## config.mk

```make
export PLATFORM = sky130hd
export DESIGN_NAME = scan_chain_master
export DESIGN_NICKNAME = d
export VERILOG_FILES = /design/src/rtl/scan_pkg.sv /design/src/rtl/scan_rx_sync.sv /design/src/rtl/scan_chain_master.sv
export SDC_FILE = /design/constraint.sdc
export NUM_CORES = 1
export LEC_CHECK = 0
export CAP_MARGIN = 20
export CORE_ASPECT_RATIO = 0.5
export CORE_MARGIN = 2
export CORE_UTILIZATION = 60
export CTS_BUF_LIST = sky130_fd_sc_hd__clkbuf_2 sky130_fd_sc_hd__clkbuf_4 sky130_fd_sc_hd__clkbuf_8
export DETAILED_ROUTE_END_ITERATION = 16
export GPL_ROUTABILITY_DRIVEN = 0
export HOLD_SLACK_MARGIN = 0.03
export MAX_ROUTING_LAYER = met4
export PLACE_DENSITY_LB_ADDON = 0.3
export SETUP_SLACK_MARGIN = 0.02
export SLEW_MARGIN = 20
export SYNTH_ARGS = -nofsm -noshare
export SYNTH_HDL_FRONTEND = slang
export SYNTH_SLANG_ARGS = --single-unit
```

## constraint.sdc

```tcl
create_clock -name clk -period 2.18 [get_ports clk]
set_input_delay 0.436 -clock clk [delete_from_list [all_inputs] [get_ports clk]]
set_output_delay 0.436 -clock clk [all_outputs]
set_load 0.03 [all_outputs]
```

## src/rtl/scan_pkg.sv

```systemverilog
// Shared frame geometry and controller state encoding for the scan-chain master.
package scan_pkg;

  localparam int FRAME_BITS = 16;
  localparam int ADDR_BITS  = 8;
  localparam int DATA_BITS  = 8;

  typedef enum logic [2:0] {
    IDLE,
    LOAD,
    SHIFT,
    UPDATE,
    DRAIN,
    COMPLETE
  } state_t;

endpackage

```

## src/rtl/scan_rx_sync.sv

```systemverilog
// Brings the returned chain clock and data into the clk domain and flags
// each rising edge of the returned clock.
module scan_rx_sync (
  input  logic clk,
  input  logic reset_n,
  input  logic rtck,
  input  logic tdo,
  output logic tdo_s,
  output logic rtck_rise
);

  logic [1:0] rtck_sync;
  logic [1:0] tdo_sync;
  logic       rtck_d;

  // Two-flop synchronizers of equal depth keep tdo aligned with rtck.
  // NOTE: sequential state uses non-blocking assignments so every flop samples pre-edge values.
  always_ff @(posedge clk) begin
    if (!reset_n) begin
      rtck_sync <= '0;
      tdo_sync  <= '0;
      rtck_d    <= 1'b0;
    end else begin
      rtck_sync <= {rtck_sync[0], rtck};
      tdo_sync  <= {tdo_sync[0], tdo};
      rtck_d    <= rtck_sync[1];
    end
  end

  assign tdo_s     = tdo_sync[1];
  assign rtck_rise = rtck_sync[1] & ~rtck_d;

endmodule

```

## src/rtl/scan_chain_master.sv

```systemverilog
// Scan-chain master: shifts {data, address} LSB first through the tap chain,
// issues one update pulse, then collects the returned frame into o_pins.
module scan_chain_master
  import scan_pkg::*;
#(
  parameter int NUM_DESIGNS = 10,
  parameter int DIV         = 4,
  parameter int TIMEOUT     = 4096
) (
  input  logic                 clk,
  input  logic                 reset_n,
  input  logic [ADDR_BITS-1:0] addr,
  input  logic [DATA_BITS-1:0] i_pins,
  input  logic                 rtck,
  input  logic                 tdo,
  output logic                 tck,
  output logic                 tms,
  output logic                 tdi,
  output logic [DATA_BITS-1:0] o_pins,
  output logic                 o_valid,
  output logic                 o_err
);

  localparam int TOTAL = FRAME_BITS + NUM_DESIGNS;
  localparam int CW    = $clog2(TOTAL + 2);
  localparam int DW    = $clog2(DIV);
  localparam int TW    = $clog2(TIMEOUT + 1);

  localparam logic [CW-1:0] TOTAL_C  = CW'(TOTAL);
  localparam logic [CW-1:0] RX_DONE  = CW'(TOTAL + 1);
  localparam logic [DW-1:0] DIV_LAST = DW'(DIV - 1);
  localparam logic [TW-1:0] TO_LAST  = TW'(TIMEOUT - 1);

  state_t                  state;
  logic [ADDR_BITS-1:0]    addr_q;
  logic [FRAME_BITS-1:0]   tx_shift;
  logic [FRAME_BITS-1:0]   rx_shift;
  logic [CW-1:0]           tx_count;
  logic [CW-1:0]           rx_count;
  logic [TW-1:0]           timeout_cnt;
  logic [DW-1:0]           div_cnt;
  logic                    tdo_s;
  logic                    rtck_rise;
  logic                    tck_edge;
  logic                    rx_active;

  scan_rx_sync u_rx_sync (
    .clk       (clk),
    .reset_n   (reset_n),
    .rtck      (rtck),
    .tdo       (tdo),
    .tdo_s     (tdo_s),
    .rtck_rise (rtck_rise)
  );

  assign tck_edge  = (div_cnt == DIV_LAST);
  assign rx_active = (state == SHIFT) || (state == UPDATE) || (state == DRAIN);

  // Transaction sequencer, tck divider, transmit shifter and receive capture.
  always_ff @(posedge clk) begin
    if (!reset_n) begin
      state       <= IDLE;
      addr_q      <= '0;
      tx_shift    <= '0;
      rx_shift    <= '0;
      tx_count    <= '0;
      rx_count    <= '0;
      timeout_cnt <= '0;
      div_cnt     <= '0;
      tck         <= 1'b0;
      tms         <= 1'b0;
      tdi         <= 1'b0;
      o_pins      <= '0;
      o_valid     <= 1'b0;
      o_err       <= 1'b0;
    end else begin
      o_valid <= 1'b0;
      o_err   <= 1'b0;

      // Only shift-phase edges carry frame bits; the update edge is just counted.
      if (rx_active && rtck_rise) begin
        if (rx_count < TOTAL_C) rx_shift <= {tdo_s, rx_shift[FRAME_BITS-1:1]};
        if (rx_count != RX_DONE) rx_count <= rx_count + 1'b1;
      end

      case (state)
        IDLE: state <= LOAD;

        LOAD: begin
          addr_q      <= addr;
          tx_shift    <= {i_pins, addr};
          tdi         <= addr[0];
          tms         <= 1'b1;
          tck         <= 1'b0;
          tx_count    <= '0;
          rx_count    <= '0;
          timeout_cnt <= '0;
          div_cnt     <= '0;
          state       <= SHIFT;
        end

        SHIFT: begin
          if (tck_edge) begin
            div_cnt <= '0;
            tck     <= ~tck;
            if (!tck) begin
              tx_count <= tx_count + 1'b1;
            end else if (tx_count == TOTAL_C) begin
              tms   <= 1'b0;
              tdi   <= 1'b0;
              state <= UPDATE;
            end else begin
              // Zero fill past the frame supplies the flush bits.
              tx_shift <= tx_shift >> 1;
              tdi      <= tx_shift[1];
            end
          end else begin
            div_cnt <= div_cnt + 1'b1;
          end
        end

        UPDATE: begin
          if (tck_edge) begin
            div_cnt <= '0;
            tck     <= ~tck;
            if (tck) state <= DRAIN;
          end else begin
            div_cnt <= div_cnt + 1'b1;
          end
        end

        DRAIN: begin
          if (rx_count == RX_DONE) begin
            state <= COMPLETE;
          end else if (timeout_cnt == TO_LAST) begin
            o_err <= 1'b1;
            state <= LOAD;
          end else begin
            timeout_cnt <= timeout_cnt + 1'b1;
          end
        end

        COMPLETE: begin
          if (rx_shift[ADDR_BITS-1:0] == addr_q) begin
            o_pins  <= rx_shift[FRAME_BITS-1:ADDR_BITS];
            o_valid <= 1'b1;
          end else begin
            o_err <= 1'b1;
          end
          state <= LOAD;
        end

        default: state <= IDLE;
      endcase
    end
  end

endmodule
```

# [Word level (Yosys, flattened, before mapping)]
# Index checks and enable logic that the tools add are counted.
[totals] output_inout_bits=13 reg_bits=86 word_cells=104
[classes] bitwise_logic=4 n_lt_le_gt_ge=1 n_reduce_logical=21 muxes=35 eq_ne=22 add_sub_neg=4
[ops] operator="$mux 16" n=3
[ops] operator="$pmux 16 s2" n=1
[ops] operator="$mux 13" n=2
[ops] operator="$pmux 13 s2" n=1
[ops] operator="$mux 3" n=7
[ops] operator="$ne 2x2->1 const B" n=8
[ops] operator="$pmux 3 s5" n=1
[ops] operator="$add 13x1->13 const B" n=1
[ops] operator="$eq 13x12->1 const B" n=1
[ops] operator="$mux 1" n=11
[ops] operator="$add 5x1->5 const B" n=2
[ops] operator="$eq 5x5->1 const B" n=2
[ops] operator="$mux 5" n=2
[ops] operator="$pmux 5 s2" n=1
[ops] operator="$reduce_and 2->1" n=5
[ops] operator="$reduce_and 3->1" n=3
[ops] operator="$eq 8x8->1" n=1
[ops] operator="$pmux 1 s2" n=4
[ops] operator="$reduce_and 4->1" n=2
[ops] operator="$eq 3x2->1 const B" n=2
[ops] operator="$eq 3x3->1 const B" n=2
[ops] operator="$reduce_and 6->1" n=1
[ops] operator="$reduce_bool 2->1" n=3
[ops] operator="$reduce_or 2->1" n=3
[ops] operator="other kinds (14)" n=18

# [Depth between registers and ports, before layout]
[depth] ltp_word=5 mapped_depth=8 depth_no_buf=6

# [Modules after synthesis]
# A second synthesis with hierarchy kept.
[unflattened] hier_cells=424 hier_area_um2=3831.2
[by_module_without_submodules] mod="scan_chain_master" cells_each=413 area_per_inst_um2=3693.5 instances=1
[by_module_without_submodules] mod="scan_rx_sync" cells_each=11 area_per_inst_um2=137.6 instances=1

# [Least setup slack after synthesis]
# No wires, ideal clock.
[synth_path] kind="register to register" from="register tck" to="register tx_shift[10]" required_ns=2.048 period_less_slack_ns=1.706 arrival_time_ns=1.574 path_stages_with_launch=8 n_path_buf=3 setup_time_ns=0.132 path_slack_ns=0.474 cell_sequence="dfxtp_1 -> clkbuf_1 -> and3b_1 -> a31oi_1 -> buf_2 -> clkbuf_1 -> o21ai_0 -> a21oi_1"
[synth_between] elab_chain_len=2
[synth_rtl] element="start, declared" line="scan_chain_master.sv:16" rtl="output logic tck,"
[synth_rtl] element="start signal, assigned" line="scan_chain_master.sv:105" rtl="tck <= ~tck;"
[synth_rtl] element="start signal, assigned" line="scan_chain_master.sv:125" rtl="tck <= ~tck;"
[synth_rtl] element="$ne 2x2->1 (no line)"
[synth_rtl] element="$reduce_and 4->1 (no line)"
[synth_rtl] element="end signal, assigned" line="scan_chain_master.sv:91" rtl="tx_shift <= {i_pins, addr};"
[synth_rtl] element="end signal, assigned" line="scan_chain_master.sv:114" rtl="tx_shift <= tx_shift >> 1;"
[synth_rtl] element="end, declared" line="scan_chain_master.sv:36" rtl="logic [FRAME_BITS-1:0] tx_shift;"
# Every way passes these cells.
# A chain may end at the register's enable or synchronous reset.

# [Final worst setup path]
[layout_path] from="register tck" to="output tck"
# No word-level cell between the ends.

==> results.txt <==
The tools report the critical register-to-register path startpoint as state[2]$_SDFFE_PN0P_. The sum of buffers and inverters on the critical path is 1, and the number of failing setup endpoints in the final timing report is 0. In the final layout, the share of cells above drive strength 1 is 8.30%. In the routed layout, each cell is associated on average with a via count of 5.88.

The worst setup path is captured at an output port. Critical path class: flop to output port. Hold timing on the final database bottoms out at a slack of 439 ps. On the critical path, the stage with the largest delay is an instance of clkdlybuf4s50_1. The layer flagged by global routing as most heavily used is met2. The synthesized instance count came out at 437. The worst hold path terminates at u_rx_sync.rtck_sync[1]$_SDFF_PN0_.

For the first-pass GRT wire length, the log shows 14000 um. Global routing finished with a remaining overflow of 0. The analysis attributes to cell leakage a power of 0.00165 uW. The synthesized netlist occupies a cell area of 3840 um2. Maximum fanout encountered on the critical timing path: 10. The setup check on the worst reg-to-reg path leaves a slack of 220 ps. The final critical path takes up 94.2% of the cycle. After synthesis, the mean cell area works out to 8.79 um2. The flip-flop and latch count after synthesis was 85; the depth of the worst register-to-register path was 5. dfxtp_1 is the most common cell in the netlist. The starting density of the core is 62.6%. The logs give 0 for the hold violation total from the final report and 0 for the total inserted antenna cells. The final-stage net count came out at 491. The cell type with the largest total area after synthesis was dfxtp_1. The tools report the global routing met2 resource utilization as 42.7%. In the routed design, unresolved DRC markers number 0. The cell depth of the worst min-delay path was 1.

The minimum clock period after layout was 2050 ps. The flow ran to the end, and the final reports show no timing, DRC or antenna violations. The tools report the violation count after the first detailed-routing iteration as 222. Yosys mapped a number of flops with a built-in enable equal to 0. The area enclosed by the die boundary was 7090 um2.

Once layout is done, the placed cells without fillers occupy 4440 um2. At the later pin of the worst-skew pair, clock insertion delay measures 360 ps. Met3 demand-to-capacity share in global routing: 8.09%.

The cell family contributing the most delay on the critical path is buffers and inverters. The signal on the critical path passes through clkdlybuf4s50_1. Counting every sink on the clock net gives 85. Max-cap violations in this run came to 0. The number of setup buffers added after CTS is 0. Across the routed clock network, the largest skew measured is 9.07 ps. The logs give 31.2% for the met1 track utilization from global routing and 8170 um for the total detailed-routing wirelength.

The number of unique standard cell types used by synthesis was 58; the count of nets left with antenna violations after detail routing was 0. The tightest min-delay check is of the flop to flop type. The count of pins over their slew limit came out at 0. The tools report the number of antenna violations at the first check in global routing as 0.

The first detailed-routing pass took 7 iterations. The number of nets in the synthesized netlist is 462. The endpoint identified for the worst register-to-register timing path is rx_shift[5]$_SDFFE_PN0P_. Power spread over the standard cell area amounts to 681 nW/um2. The logs give 3 for the CTS H-tree depth and 4250 um2 for the post-placement cell area. The floorplan step set the die height to 60.6 um.

The routed length per placed instance was 14.6 um. STA classifies the critical path startpoint as a flop. 33 I/O pins were placed. At the worst endpoint, the required time is 1740 ps. Clock root buffer: clkbuf_8. The transition at the pin with the smallest max-transition slack was 713 ps. The hold path startpoint was u_rx_sync.rtck_sync[0]$_SDFF_PN0_. Setup repair after global routing left no endpoint under its margin. The die is 117 um wide. The tools report the maximum clock frequency as 0.487 GHz. The tools report the count of cells resized by post-cts repair as 0. The TritonCTS buffer count is 9, and the via count of the first global-routing pass is 3104. The post-CTS clock slew at the launch and capture registers of the worst setup and hold paths is 80 ps.

Yosys attributes the largest share of cell area to dfxtp_1 44%, nand2_1 7.3%, mux2i_1 7.0%. The wire-length estimate of the detail-placed layout is 5690 um. Headroom to the max-slew limit came out at 52.3%.

Global routing used 26.6% of the available tracks. Counting the fill cells in the layout gives 455. The core region is 6130 um2. For this run, the leading register cell type out of synthesis is dfxtp_1. The worst voltage drop across the vdd grid was 0.525 mV. The post-route setup TNS came out at 0 ps.

By count the netlist is led by 85 x dfxtp_1, 75 x nand2_1, 40 x a21oi_1, 30 x nor2_1, 27 x mux2i_1. Entering global routing, the biggest net connects 40 pins. The share of the Yosys chip area taken by registers is 44.3%. In this run the biggest area consumer among cell types represents 44.3% of the synthesized area. The area growth from synthesis to layout is 15.6%. The floorplan has 20 rows. For this block, the via count after detailed routing is 3279.

TritonCTS built the clock tree. The number of hold-repair buffers added at the cts stage was 0; the count of yosys warnings during synthesis was 0. The largest single stage delay on the critical path is 740 ps. The tools report the signal arrival time at the worst endpoint as 1620 ps. The number of I/O port buffers works out to 32. Counting flops with an async set or reset pin after synthesis yields a share of 0%.

The maximum clock path buffer count is 2.
cells by family (layout without fill, tap and decap cells):
| group | Yosys count | count (layout) | synth area share, % |
|---|---|---|---|
| fa+ha+maj | 5 | 5 | 1.63 |
| simple gates | 159 | 159 | 20.8 |
| compound gates | 111 | 111 | 18.8 |
| flops | 85 | 85 | 44.3 |
| xor+xnor | 13 | 13 | 2.97 |
| mux | 28 | 28 | 7.33 |
| buf+inv | 36 | 69 | 4.14 |
registers in the layout, indices dropped and copies added, names as in the netlist, 3 cells and up:
name	flops
tx_shift	15
rx_count	5
o_pins	8
rx_shift	16
tx_count	5
timeout_cnt	13
addr_q	8
state	3
worst max path at each step:
stage | start | endpoint | slack (ps) | cells after the start
after floorplan | tck$_SDFFE_PN0P_ | tx_shift[10]$_SDFFE_PN0P_ | 470 | 7
after global placement | state[2]$_SDFFE_PN0P_ | rx_shift[3]$_SDFFE_PN0P_ | 330 | 5
after detailed placement | state[2]$_SDFFE_PN0P_ | rx_shift[5]$_SDFFE_PN0P_ | 240 | 5
after CTS | tck$_SDFFE_PN0P_ | tck | 120 | 1
after global routing | state[2]$_SDFFE_PN0P_ | rx_shift[0]$_SDFFE_PN0P_ | 40 | 5
final | tck$_SDFFE_PN0P_ | tck | 130 | 1
cells in the final DEF (no fill, tap or decap), types with 4 or more instances in the layout:
cell type / count
clkbuf_8: 12
or4_1: 7
dfxtp_1: 85
nand2_1: 75
xor2_1: 5
o21ai_0: 21
buf_4: 14
o31ai_1: 6
and2_1: 9
inv_1: 7
a21oi_1: 40
a22oi_1: 4
xnor2_1: 8
mux2i_1: 27
clkdlybuf4s50_1: 32
ha_1: 5
nand3_1: 7
nand4_1: 4
a211o_1: 15
nor2_1: 30
o211ai_1: 5
through the flow:
step           setup slack [ps]  utilization (%)  cells  total power (uW)
4_1_cts                     121             72.4    558              3040
3_3_place_gp                331             69.4    543              1990
3_5_place_dp                238             69.4    543              2000
2_1_floorplan               474                -    437              1890
5_1_grt                    39.6             72.4    558              3150
6_report                    125             72.4    558              3020
where the power goes:
part           internal (uW)  switching, uW  leakage (uW)
Combinational            144            197      0.000862
Clock                    526            526     0.0000994
Sequential              1600           32.2      0.000689
Total                   2270            755       0.00165
per-layer routing:
layer	wire (um)	share of wire (%)	up-vias
li1	-	-	1609
met1	3620	44	1534
met2	3790	46	114
met3	576	7.1	22
met4	174	2.1	0
met5	0	0	-
cell type report:
class                      instances  area (um2)  area share [%]
multi-input combinational        316        1990            44.7
sequential                        85        1700            38.3
timing repair buffer              46         425            9.59
clock buffer                      14         180            4.06
tap                               88         110            2.48
inverter                           8        30.0           0.677
clock inverter                     1        5.00           0.113
Note: power is estimated with default switching activity, not from simulation.
